`src/rtl/change_dispenser.sv`:
```
// Greedy two-denomination change payout: large coin first, one hopper ack per coin.
// Define DISP_STATS_EN to add the total_paid / short_events statistics ports.

module change_dispenser #(
    parameter int AMT_W   = 4,
    parameter int DEN_HI  = 2,
    parameter int CNT_W   = 6,
    parameter int INIT_HI = 20,
    parameter int INIT_LO = 20,
    parameter int ACK_TO  = 15
) (
    input  logic             clk,
    input  logic             rst,
    input  logic             req_valid,
    input  logic [AMT_W-1:0] req_amt,
    output logic             req_ready,
    output logic             coin_hi,
    output logic             coin_lo,
    input  logic             hop_ack,
    input  logic             refill,
    output logic             done,
    output logic             short,
    output logic             timeout,
    output logic [AMT_W-1:0] rem_amt,
    output logic [CNT_W-1:0] hi_cnt,
    output logic [CNT_W-1:0] lo_cnt,
    output logic             busy
`ifdef DISP_STATS_EN
    ,
    output logic [15:0]      total_paid,
    output logic [7:0]       short_events
`endif
);

    localparam logic [1:0] S_IDLE = 2'd0;
    localparam logic [1:0] S_SEL  = 2'd1;
    localparam logic [1:0] S_WAIT = 2'd2;
    localparam logic [1:0] S_FIN  = 2'd3;

    localparam int WC_W = (ACK_TO > 1) ? $clog2(ACK_TO) : 1;

    localparam logic [AMT_W-1:0] DEN_HI_V  = AMT_W'(DEN_HI);
    localparam logic [AMT_W-1:0] AMT_ONE   = AMT_W'(1);
    localparam logic [CNT_W-1:0] INIT_HI_V = CNT_W'(INIT_HI);
    localparam logic [CNT_W-1:0] INIT_LO_V = CNT_W'(INIT_LO);
    localparam logic [CNT_W-1:0] CNT_ONE   = CNT_W'(1);
    localparam logic [WC_W-1:0]  WAIT_LAST = WC_W'(ACK_TO - 1);
    localparam logic [WC_W-1:0]  WC_ONE    = WC_W'(1);

    logic [1:0]       state_q, state_d;
    logic [AMT_W-1:0] rem_q, rem_d;
    logic             sel_hi_q, sel_hi_d;
    logic [WC_W-1:0]  wait_q, wait_d;
    logic [CNT_W-1:0] hi_q, hi_d;
    logic [CNT_W-1:0] lo_q, lo_d;
    logic             req_ready_q, req_ready_d;
    logic             busy_q, busy_d;
    logic             coin_hi_q, coin_hi_d;
    logic             coin_lo_q, coin_lo_d;
    logic             done_q, done_d;
    logic             short_q, short_d;
    logic             timeout_q, timeout_d;
    logic [AMT_W-1:0] rem_amt_q, rem_amt_d;
    logic             fin_entry;
    logic [AMT_W-1:0] ack_units;

    assign ack_units = sel_hi_q ? DEN_HI_V : AMT_ONE;

    always_comb begin
        state_d   = state_q;
        rem_d     = rem_q;
        sel_hi_d  = sel_hi_q;
        wait_d    = wait_q;
        hi_d      = hi_q;
        lo_d      = lo_q;
        coin_hi_d = 1'b0;
        coin_lo_d = 1'b0;
        done_d    = 1'b0;
        short_d   = short_q;
        timeout_d = timeout_q;
        rem_amt_d = rem_amt_q;
        fin_entry = 1'b0;

        case (state_q)
            S_IDLE: begin
                // Refill loads first so a request accepted on the same edge sees full counters.
                if (refill) begin
                    hi_d = INIT_HI_V;
                    lo_d = INIT_LO_V;
                end
                if (req_valid) begin
                    rem_d     = req_amt;
                    short_d   = 1'b0;
                    timeout_d = 1'b0;
                    state_d   = S_SEL;
                end
            end
            S_SEL: begin
                if (rem_q == '0) begin
                    fin_entry = 1'b1;
                end else if (rem_q >= DEN_HI_V && hi_q != '0) begin
                    coin_hi_d = 1'b1;
                    sel_hi_d  = 1'b1;
                    wait_d    = '0;
                    state_d   = S_WAIT;
                end else if (lo_q != '0) begin
                    coin_lo_d = 1'b1;
                    sel_hi_d  = 1'b0;
                    wait_d    = '0;
                    state_d   = S_WAIT;
                end else begin
                    short_d   = 1'b1;
                    fin_entry = 1'b1;
                end
            end
            S_WAIT: begin
                // An ack on the last allowed cycle still wins over the timeout.
                if (hop_ack) begin
                    rem_d = rem_q - ack_units;
                    if (sel_hi_q) begin
                        if (hi_q != '0) hi_d = hi_q - CNT_ONE;
                    end else if (lo_q != '0) begin
                        lo_d = lo_q - CNT_ONE;
                    end
                    state_d = S_SEL;
                end else if (wait_q == WAIT_LAST) begin
                    timeout_d = 1'b1;
                    short_d   = 1'b1;
                    fin_entry = 1'b1;
                end else begin
                    wait_d = wait_q + WC_ONE;
                end
            end
            S_FIN: begin
                state_d = S_IDLE;
            end
            default: begin
                state_d = S_IDLE;
            end
        endcase

        if (fin_entry) begin
            state_d   = S_FIN;
            done_d    = 1'b1;
            rem_amt_d = rem_d;
            if (rem_d != '0) short_d = 1'b1;
        end

        req_ready_d = (state_d == S_IDLE);
        busy_d      = (state_d != S_IDLE);
    end

    always_ff @(posedge clk) begin
        if (rst) begin
            state_q     <= S_IDLE;
            rem_q       <= '0;
            sel_hi_q    <= 1'b0;
            wait_q      <= '0;
            hi_q        <= INIT_HI_V;
            lo_q        <= INIT_LO_V;
            req_ready_q <= 1'b1;
            busy_q      <= 1'b0;
            coin_hi_q   <= 1'b0;
            coin_lo_q   <= 1'b0;
            done_q      <= 1'b0;
            short_q     <= 1'b0;
            timeout_q   <= 1'b0;
            rem_amt_q   <= '0;
        end else begin
            state_q     <= state_d;
            rem_q       <= rem_d;
            sel_hi_q    <= sel_hi_d;
            wait_q      <= wait_d;
            hi_q        <= hi_d;
            lo_q        <= lo_d;
            req_ready_q <= req_ready_d;
            busy_q      <= busy_d;
            coin_hi_q   <= coin_hi_d;
            coin_lo_q   <= coin_lo_d;
            done_q      <= done_d;
            short_q     <= short_d;
            timeout_q   <= timeout_d;
            rem_amt_q   <= rem_amt_d;
        end
    end

    assign req_ready = req_ready_q;
    assign busy      = busy_q;
    assign coin_hi   = coin_hi_q;
    assign coin_lo   = coin_lo_q;
    assign done      = done_q;
    assign short     = short_q;
    assign timeout   = timeout_q;
    assign rem_amt   = rem_amt_q;
    assign hi_cnt    = hi_q;
    assign lo_cnt    = lo_q;

`ifdef DISP_STATS_EN
    logic [15:0] total_paid_q, total_paid_d;
    logic [7:0]  short_ev_q, short_ev_d;
    logic [16:0] paid_sum;
    logic        coin_acked;

    assign coin_acked = (state_q == S_WAIT) && hop_ack;

    // Both statistics saturate rather than wrap; refill leaves them alone.
    always_comb begin
        paid_sum     = {1'b0, total_paid_q} + 17'(ack_units);
        total_paid_d = total_paid_q;
        short_ev_d   = short_ev_q;
        if (coin_acked) total_paid_d = paid_sum[16] ? 16'hFFFF : paid_sum[15:0];
        if (fin_entry && short_d && short_ev_q != 8'hFF) short_ev_d = short_ev_q + 8'd1;
    end

    always_ff @(posedge clk) begin
        if (rst) begin
            total_paid_q <= '0;
            short_ev_q   <= '0;
        end else begin
            total_paid_q <= total_paid_d;
            short_ev_q   <= short_ev_d;
        end
    end

    assign total_paid   = total_paid_q;
    assign short_events = short_ev_q;
`endif

endmodule
```
`config.mk`:
```
export PLATFORM = sky130hd
export DESIGN_NAME = change_dispenser
export DESIGN_NICKNAME = d
export VERILOG_FILES = /design/src/rtl/change_dispenser.sv
export SDC_FILE = /design/constraint.sdc
export NUM_CORES = 1
export LEC_CHECK = 0
export BUFFER_PORTS_ARGS = -buffer_cell sky130_fd_sc_hd__buf_2
export CAP_MARGIN = 10
export CORE_MARGIN = 2
export CORE_UTILIZATION = 56
export CTS_BUF_LIST = sky130_fd_sc_hd__clkbuf_16
export DETAILED_ROUTE_END_ITERATION = 8
export PLACE_DENSITY = 0.86
export SLEW_MARGIN = 5
export SYNTH_ARGS = -nofsm -noshare
export SYNTH_HDL_FRONTEND = slang
export SYNTH_SLANG_ARGS = --single-unit
```
`constraint.sdc`:
```
create_clock -name clk -period 2.48 [get_ports clk]
set_clock_uncertainty 0.2 [all_clocks]
set_input_delay 0.124 -clock clk [delete_from_list [all_inputs] [get_ports clk]]
set_output_delay 0.124 -clock clk [all_outputs]
set_load 0.1 [all_outputs]
```
=== Word level (Yosys, flattened, before mapping) ===
Cells that the tools add are included.

* Add/subtract/negate cells: 4
* $mul: 0
* Divide/modulo/power cells: 0
* Order comparisons: 1
* Eq/ne operators: 16
* Shift operators: 0
* Multiplexer cells: 50
* Bitwise gates (word level): 2
* Reductions and logical operators: 18

{| class="wikitable"
|+ Operators with widths
! kind !! number
|-
| $mux W6 || 7
|-
| $mux W4 || 7
|-
| $pmux W6 S2 || 2
|-
| $ne A2 B2 Y1 const B || 11
|-
| $mux W1 || 21
|-
| $pmux W4 S2 || 2
|-
| $reduce_and A5 Y1 || 3
|-
| $mux W2 || 7
|-
| $reduce_bool A6 Y1 || 2
|-
| $sub A6 B1 Y6 const B || 2
|-
| $pmux W2 S4 || 1
|-
| $reduce_bool A2 Y1 || 4
|-
| $add A4 B1 Y4 const B || 1
|-
| $eq A2 B2 Y1 const B || 2
|-
| $eq A4 B4 Y1 const B || 1
|-
| $ge A4 B2 Y1 const B || 1
|-
| $logic_not A2 Y1 || 2
|-
| $logic_not A4 Y1 || 1
|-
| $pmux W1 S2 || 2
|-
| $reduce_and A4 Y1 || 1
|-
| $reduce_bool A4 Y1 || 1
|-
| $reduce_or A4 Y1 || 1
|-
| $sub A4 B2 Y4 || 1
|-
| $ne A3 B3 Y1 const B || 1
|-
| 6 further kinds || 7
|}

* Flip-flop bits (word level): 34
* Latch bits: 0
* RAM bits: 0
* Bits in read-only memories: 0
* Bits of input ports: 9
* Output and inout bits: 23
* Memories: 0

=== Logic depth before layout (Yosys ltp) ===
Gate-level depths: netlist (run 1).

* Depth after elaboration: 7
* Gate-level depth with buffers: 9
* Depth with buffers taken out: 9

=== Least setup slack after synthesis (run 1) ===
No wires, ideal clock.

* Path type: reg-to-reg
* Start: reg hi_q[0], in the netlist hi_cnt[0]
* End: reg hi_q[5], in the netlist hi_cnt[5]
* Data arrival time: 2.527 ns
* Path slack: -0.375 ns
* Stages on the path, launching flop included: 8
* Path buffers: 0
* Clock period less this slack: 2.855 ns
* Cell sequence: dfxtp_1 -> inv_1 -> ha_1 -> or4b_4 -> o21ai_0 -> a2111oi_0 -> xnor2_1 -> nor2_1

* Word-level cells in the longest chain between the ends: 5
* Elaborated cells between the ends (all ways): 8

{| class="wikitable"
|+ RTL lines
! item !! RTL line !! RTL
|-
| start: declaration || 54 || <nowiki>logic [CNT_W-1:0] hi_q, hi_d;</nowiki>
|-
| start signal: assignment || 174 || <nowiki>hi_q <= hi_d;</nowiki>
|-
| $sub A6 B1 Y6 || 121 || <nowiki>if (hi_q != '0) hi_d = hi_q - CNT_ONE;</nowiki>
|-
| $mux W6 || 121 ||
|-
| $mux W6 || 120 || <nowiki>if (sel_hi_q) begin</nowiki>
|-
| $mux W6 || 118 || <nowiki>if (hop_ack) begin</nowiki>
|-
| $pmux W6 S2 || 84 || <nowiki>case (state_q)</nowiki>
|}

Parallel ways exist; a longest one is shown, timed or not. The select of a mux whose other input is x is not followed.
A chain may end at the register's enable or synchronous reset.

=== Final worst setup path (run 1) ===
* Start: reg sel_hi_q
* End: reg short_q, in the netlist short

* Word-level cells in the longest chain between the ends: 7

{| class="wikitable"
|+ RTL lines
! item !! RTL line !! RTL
|-
| start: declaration || 52 || <nowiki>logic sel_hi_q, sel_hi_d;</nowiki>
|-
| start signal: assignment || 172 || <nowiki>sel_hi_q <= sel_hi_d;</nowiki>
|-
| $mux W2 || 67 || <nowiki>assign ack_units = sel_hi_q ? DEN_HI_V : AMT_ONE;</nowiki>
|-
| $sub A4 B2 Y4 || 119 || <nowiki>rem_d = rem_q - ack_units;</nowiki>
|-
| $mux W4 || 118 ||
|-
| $pmux W4 S2 || 84 ||
|-
| $reduce_bool A4 Y1 || 146 || <nowiki>if (rem_d != '0) short_d = 1'b1;</nowiki>
|-
| $mux W1 || 146 ||
|-
| $mux W1 || 142 || <nowiki>if (fin_entry) begin</nowiki>
|-
| end signal: assignment || 181 || <nowiki>short_q <= short_d;</nowiki>
|-
| end: declaration || 61 || <nowiki>logic short_q, short_d;</nowiki>
|}

No other way between the ends.

==> results.toml, run 1 <==
[routing]
final_antenna_net_count = 0
drtIter0Drc = 125
met3_length_um = 293
drt_wl_total_um = 4570
dr.pass1.iters = 4
drc = 0
met2_wirelength_um = 2130
highest_layer = "met4"
met1Wirelength_um = 2020
routedWlPerCell_um = 14.7
viasPerCell = 5.78
vias = 1797

[clocking]
clock_sinks = 34
numCtsBuffers = 5
htree_levels = 2
cts_tree = "yes"
post-cts-setup-buffers = 0
worstSkewPairLatency_ns = 0.27
clkTransAtPathRegs_ns = 0.05
clock_path_buffers = 2
clock-root-buffer = "clkbuf_16"

[worst_setup_path]
cp_data_required_time_ns = 2.43
crit_type = "flip-flop to flip-flop"
crit_top_cell = "inv_1"
cp-start-kind = "flip-flop"
max_stage_delay_ns = 0.37
cp_cell_sequence = "inv_1 > ha_1 > inv_1 > fa_1 > nand2b_1 > xnor2_1 > a222oi_1 > nand4_1 > o2bb2ai_1"
worstPathArrival_ns = 2.28
cp-end-kind = "flip-flop"
cp_max_fo = 4
cp_num_buf_inv = 2
critical_path.top_delay_family = "adder cells"
cp_slowest_cell = "fa_1"

[floorplan]
core_area_mm2 = 0.00336
ios = 32
die_y_um = 63.4
initial_core_util_pct = 58.7
dieArea_mm2 = 0.00402
die_x_um = 63.4
row_count = 21

[final_layout]
seqCellArea_um2 = 689
area_delta_synth_final_pct = 19.3
multi_input_comb_area_mm2 = 0.00117
fillers = 287
final_common_cell = "buf_2"
drive_above_1_share_pct = 28.7
antenna_cells = 0
fin_nets = 287
final_cell_mix = "buf_2, dfxtp_1, nor2_1"

[grt]
grt_max_degree = 22
antenna_found_initial = 0
overflow = 0
track_usage_pct = 24.2
grt_pass1_vias = 1708
grt_pass1_wl_um = 7580

[synthesis]
synth_top_cell_by_area = "dfxtp_1"
yosys_warnings = 0
synthDistinctLibCells = 52
synth.area.top_cells = "dfxtp_1, ha_1, xnor2_1"
ys_ff_latch = 34
synth_edf_count = 0
synth_top_flop_cell = "dfxtp_1"
syn_nets = 246
synth_cells = 224
synthArstFlopShare_pct = 0
yosysSeqAreaShare_pct = 34.5
synth.avg_cell_area_um2 = 8.81
syn_area_mm2 = 0.00197
synth_top_area_share_pct = 34.5

[sta]
rsz0062_at_grt = "no"
finalHoldViolCount = 0
slew_headroom_pct = 63.2
fin_crit_sh_pct = 94.1
max_freq_mhz = 429
worst_pin_slew_ns = 0.538
fin_crit_ns = 2.33
slew_violations = 0
setup_viol = 0
fin_ws_ns = 0.147

[job]
cap_violations = 0

[power]
p_switching_mw = 1.55
p_sw_share_pct = 49.2
p_seq_share_pct = 25.3
power_leakage_nw = 0.974
powerDensity_mw_per_mm2 = 1340
power_frac_comb_pct = 56.8
power_mw = 3.15
pwr-share-clk_pct = 17.8
ir_drop_uv = 720
internal-power_mw = 1.60

[status]
outcome = "complete, no violations"

[worst_hold_path]
min_path_type = "input pin to flip-flop"

[placed_design]
io_buffers = 31
place.detailed.hpwl_um = 3330
dp_slack_ns = 0.0978
place.gp.congestion = 0.826
## cell usage after synthesis (2+ instances only)
cell and count:
a2111oi_0 2, a211oi_1 11, a211oi_2 4, a21o_1 3
a21oi_1 12, a22o_1 2, a31oi_1 3, a32o_1 2
and2_1 2, and3_1 2, buf_6 2, clkbuf_1 4
dfxtp_1 34, ha_1 12, inv_1 18, mux2_2 2
nand2_1 14, nand2b_1 3, nand3_1 3, nor2_1 25
nor2b_1 5, nor3_1 4, nor4_1 3, o21ai_0 6
o21ai_1 2, o22ai_1 2, o2bb2ai_1 2, or2_2 2
or3_1 2, or3_2 3, xnor2_1 12
## cell families (layout without fill, tap and decap cells)
group | Yosys count | after routing | synth area share [%]
buffers and inverters | 26 | 67 | 6.65
AOI/OAI and AO/OA | 61 | 61 | 24.0
adders and majority gates | 13 | 13 | 8.62
xor gates and xnor gates | 12 | 12 | 5.32
and+or+nand+nor | 76 | 76 | 19.8
DFF | 34 | 34 | 34.5
muxes | 2 | 2 | 1.14
## worst paths after layout
path / start / endpoint / slack, ns / depth (start not counted)
max reg2reg: sel_hi_q$_SDFFE_PP0P_ / short$_SDFF_PP0_ / 0.15 / 9
min reg2reg: sel_hi_q$_SDFFE_PP0P_ / sel_hi_q$_SDFFE_PP0P_ / 0.27 / 2
max: sel_hi_q$_SDFFE_PP0P_ / short$_SDFF_PP0_ / 0.15 / 9
min: refill / lo_cnt[2]$_SDFFE_PP1P_ / 0.03 / 3
## state kept, by name, indices dropped and copies added, names as in the netlist
register,count
busy,1
coin_hi,1
coin_lo,1
done,1
hi_cnt,6
lo_cnt,6
rem_amt,4
rem_q,4
req_ready,1
sel_hi_q,1
short,1
state_q,2
timeout,1
wait_q,4
## through the flow
stage	cell area (µm²)	util, %	TNS, ns	cells	hold slack, ns
after detailed placement	2210	65.8	0	304	0.259
after floorplan	1980	-	-0.0323	224	0.129
after global routing	2350	70.0	0	311	0.0668
final	2350	70.0	0	311	0.0341
after CTS	2350	69.8	0	311	0.0268
after global placement	2210	65.8	0	304	0.254
## repair_timing
action                                  CTS  global route
resized for setup                         0             2
hold buffers                              0             0
endpoints found under the setup margin    0             8
## layer usage
layer  global-route usage, %  vias to the layer above
li1                        -                      881
met2                    38.7                       72
met5                       0                        -
met1                    29.8                      831
met3                    6.25                       13
met4                    12.8                        0
## power groups by stage
| stage | clock network, mW | registers [mW] | logic, mW |
|---|---|---|---|
| floorplan | 0 | 1.30 | 0.923 |
| global placement | 0 | 0.794 | 1.73 |
| detailed placement | 0 | 0.803 | 1.75 |
| CTS | 0.573 | 0.795 | 1.77 |
| global route | 0.601 | 0.814 | 1.93 |
| finish | 0.561 | 0.797 | 1.79 |
## final cells by class
class	count	area share, %
Multi-Input combinational cell	164	49.7
Sequential cell	34	29.3
Timing Repair Buffer	42	10.1
Clock buffer	5	5.31
Inverter	18	2.87
Tap cell	46	2.44
Clock inverter	2	0.319
## worst register-to-register path, stage by stage, from the launching register on
cell	delay, ns
dfxtp_1	0.32
inv_1	0.16
ha_1	0.20
inv_1	0.06
fa_1	0.37
nand2b_1	0.16
xnor2_1	0.13
a222oi_1	0.30
nand4_1	0.15
o2bb2ai_1	0.16
Note: power is estimated with default switching activity, not from simulation.
==> inputs of run 2 (changes only) <==
--- a/config.mk
+++ b/config.mk
@@ -8,10 +8,11 @@
 export BUFFER_PORTS_ARGS = -buffer_cell sky130_fd_sc_hd__buf_2
 export CAP_MARGIN = 10
 export CORE_MARGIN = 2
-export CORE_UTILIZATION = 56
+export CORE_UTILIZATION = 60
 export CTS_BUF_LIST = sky130_fd_sc_hd__clkbuf_16
 export DETAILED_ROUTE_END_ITERATION = 8
-export PLACE_DENSITY = 0.86
+export PLACE_DENSITY = 0.91
+export SETUP_SLACK_MARGIN = 0.2
 export SLEW_MARGIN = 5
 export SYNTH_ARGS = -nofsm -noshare
 export SYNTH_HDL_FRONTEND = slang
==> constraint.sdc (replaced) <==
create_clock -name clk -period 2.75 [get_ports clk]
set_clock_uncertainty 0.2 [all_clocks]
set_input_delay 0.1375 -clock clk [delete_from_list [all_inputs] [get_ports clk]]
set_output_delay 0.1375 -clock clk [all_outputs]
set_load 0.1 [all_outputs]
==> results.toml, run 2 (same netlist as run 1, synthesis figures left out) <==
[final_layout]
post-route-util_pct = 75.5
layout.cells.non_filler = 309
drive_above_1_share_pct = 27.2
area_delta_synth_final_pct = 18.7
final_cell_mix = "buf_2, dfxtp_1, nor2_1"
fillers = 257
finalInstanceArea_mm2 = 0.00234
antenna_cells = 0
fin_nets = 287
final_common_cell = "buf_2"

[grt]
overflow = 0
grt_pass1_wl_um = 7360
grt_max_degree = 22
grt_pass1_vias = 1624
antenna_found_initial = 0
track_usage_pct = 26.7

[routing]
dr.pass1.iters = 4
routedWlPerCell_um = 15.0
viasPerCell = 5.95
vias = 1838
drt_wl_total_um = 4620
final_antenna_net_count = 0
drtIter0Drc = 124
drc = 0

[sta]
rsz0062_at_grt = "yes"
whs_ns = 0.0393
slew_violations = 0
worst_pin_slew_ns = 0.565
slew_headroom_pct = 62.0
setup_viol = 0
max_freq_mhz = 414
fin_tns_setup_ns = 0
fin_crit_ns = 2.42
finalHoldViolCount = 0
fin_ws_ns = 0.334
fin_crit_sh_pct = 87.9

[power]
power_frac_comb_pct = 56.8
power_mw = 2.83
power_leakage_nw = 0.976
pwr-share-clk_pct = 18.1
p_sw_share_pct = 49.5
powerDensity_mw_per_mm2 = 1210
internal-power_mw = 1.43
p_switching_mw = 1.40
p_seq_share_pct = 25.2
ir_drop_uv = 742

[clocking]
htree_levels = 2
numCtsBuffers = 5
worstSkewPairLatency_ns = 0.28
clkTransAtPathRegs_ns = 0.05
clock_sinks = 34
ctsHoldBuffers = 0
clock_path_buffers = 2
clock-root-buffer = "clkbuf_16"
cts_tree = "yes"

[floorplan]
row_count = 20
dieArea_mm2 = 0.00377
die_x_um = 61.4
initial_core_util_pct = 63.6
die_y_um = 61.4
core_area_mm2 = 0.00310
ios = 32

[placed_design]
place.gp.congestion = 0.823
place_inst = 298
dp_slack_ns = 0.276
place_area_mm2 = 0.00218
place.detailed.hpwl_um = 3220
io_buffers = 31

[worst_setup_path]
cp_data_required_time_ns = 2.70
worstPathArrival_ns = 2.37
crit_type = "flip-flop to flip-flop"
cp-end-kind = "flip-flop"
cp-start-kind = "flip-flop"
cp_max_fo = 4

[job]
cap_violations = 0

[worst_hold_path]
min_path_type = "input pin to flip-flop"

[status]
outcome = "complete, no violations"
## run 2: timing repair
action / in CTS / in global routing
buffers inserted: 0 / 4
resized for setup: 0 / 2
endpoints found under the setup margin: 0 / 8
## run 2: final timing paths
| path | cells after the start | slack, ns | end | start |
|---|---|---|---|---|
| worst min register to register | 2 | 0.28 | sel_hi_q$_SDFFE_PP0P_ | sel_hi_q$_SDFFE_PP0P_ |
| worst max register to register | 9 | 0.33 | short$_SDFF_PP0_ | sel_hi_q$_SDFFE_PP0P_ |
| worst min-delay path | 3 | 0.04 | lo_cnt[2]$_SDFFE_PP1P_ | refill |
| worst max-delay path | 9 | 0.33 | short$_SDFF_PP0_ | sel_hi_q$_SDFFE_PP0P_ |
## run 2: layer usage
| layer | GRT usage, % | vias up | share of wire [%] |
|---|---|---|---|
| met5 | 0 | - | 0 |
| met4 | 9.42 | 0 | 2.7 |
| met3 | 5.67 | 15 | 7.3 |
| met2 | 45.1 | 74 | 48 |
| met1 | 33.7 | 859 | 42 |
| li1 | - | 890 | - |
## run 2: cell type report
type | instances | area (µm²) | share of cell area, %
clock buffers | 5 | 125 | 5.34
inverters | 18 | 67.6 | 2.88
multi-input cells | 164 | 1160 | 49.7
well taps | 44 | 55.1 | 2.35
repair buffers | 42 | 238 | 10.1
flip-flops and latches | 34 | 686 | 29.3
clock inverters | 2 | 7.51 | 0.320
## run 2: power groups by stage
stage                     clock [mW]  sequential, mW  combinational (mW)
after floorplan                    0            1.17               0.833
after global placement             0           0.711                1.52
after detailed placement           0           0.717                1.56
after CTS                      0.516           0.710                1.58
after global routing           0.535           0.728                1.74
final                          0.511           0.712                1.61
## run 2: worst max-delay path, stage by stage, from the launching register on
cell,delay (ns)
dfxtp_1,0.32
inv_1,0.16
ha_1,0.21
inv_1,0.07
fa_1,0.35
nand2b_1,0.16
xnor2_1,0.12
a222oi_1,0.34
nand4_1,0.18
o2bb2ai_1,0.16
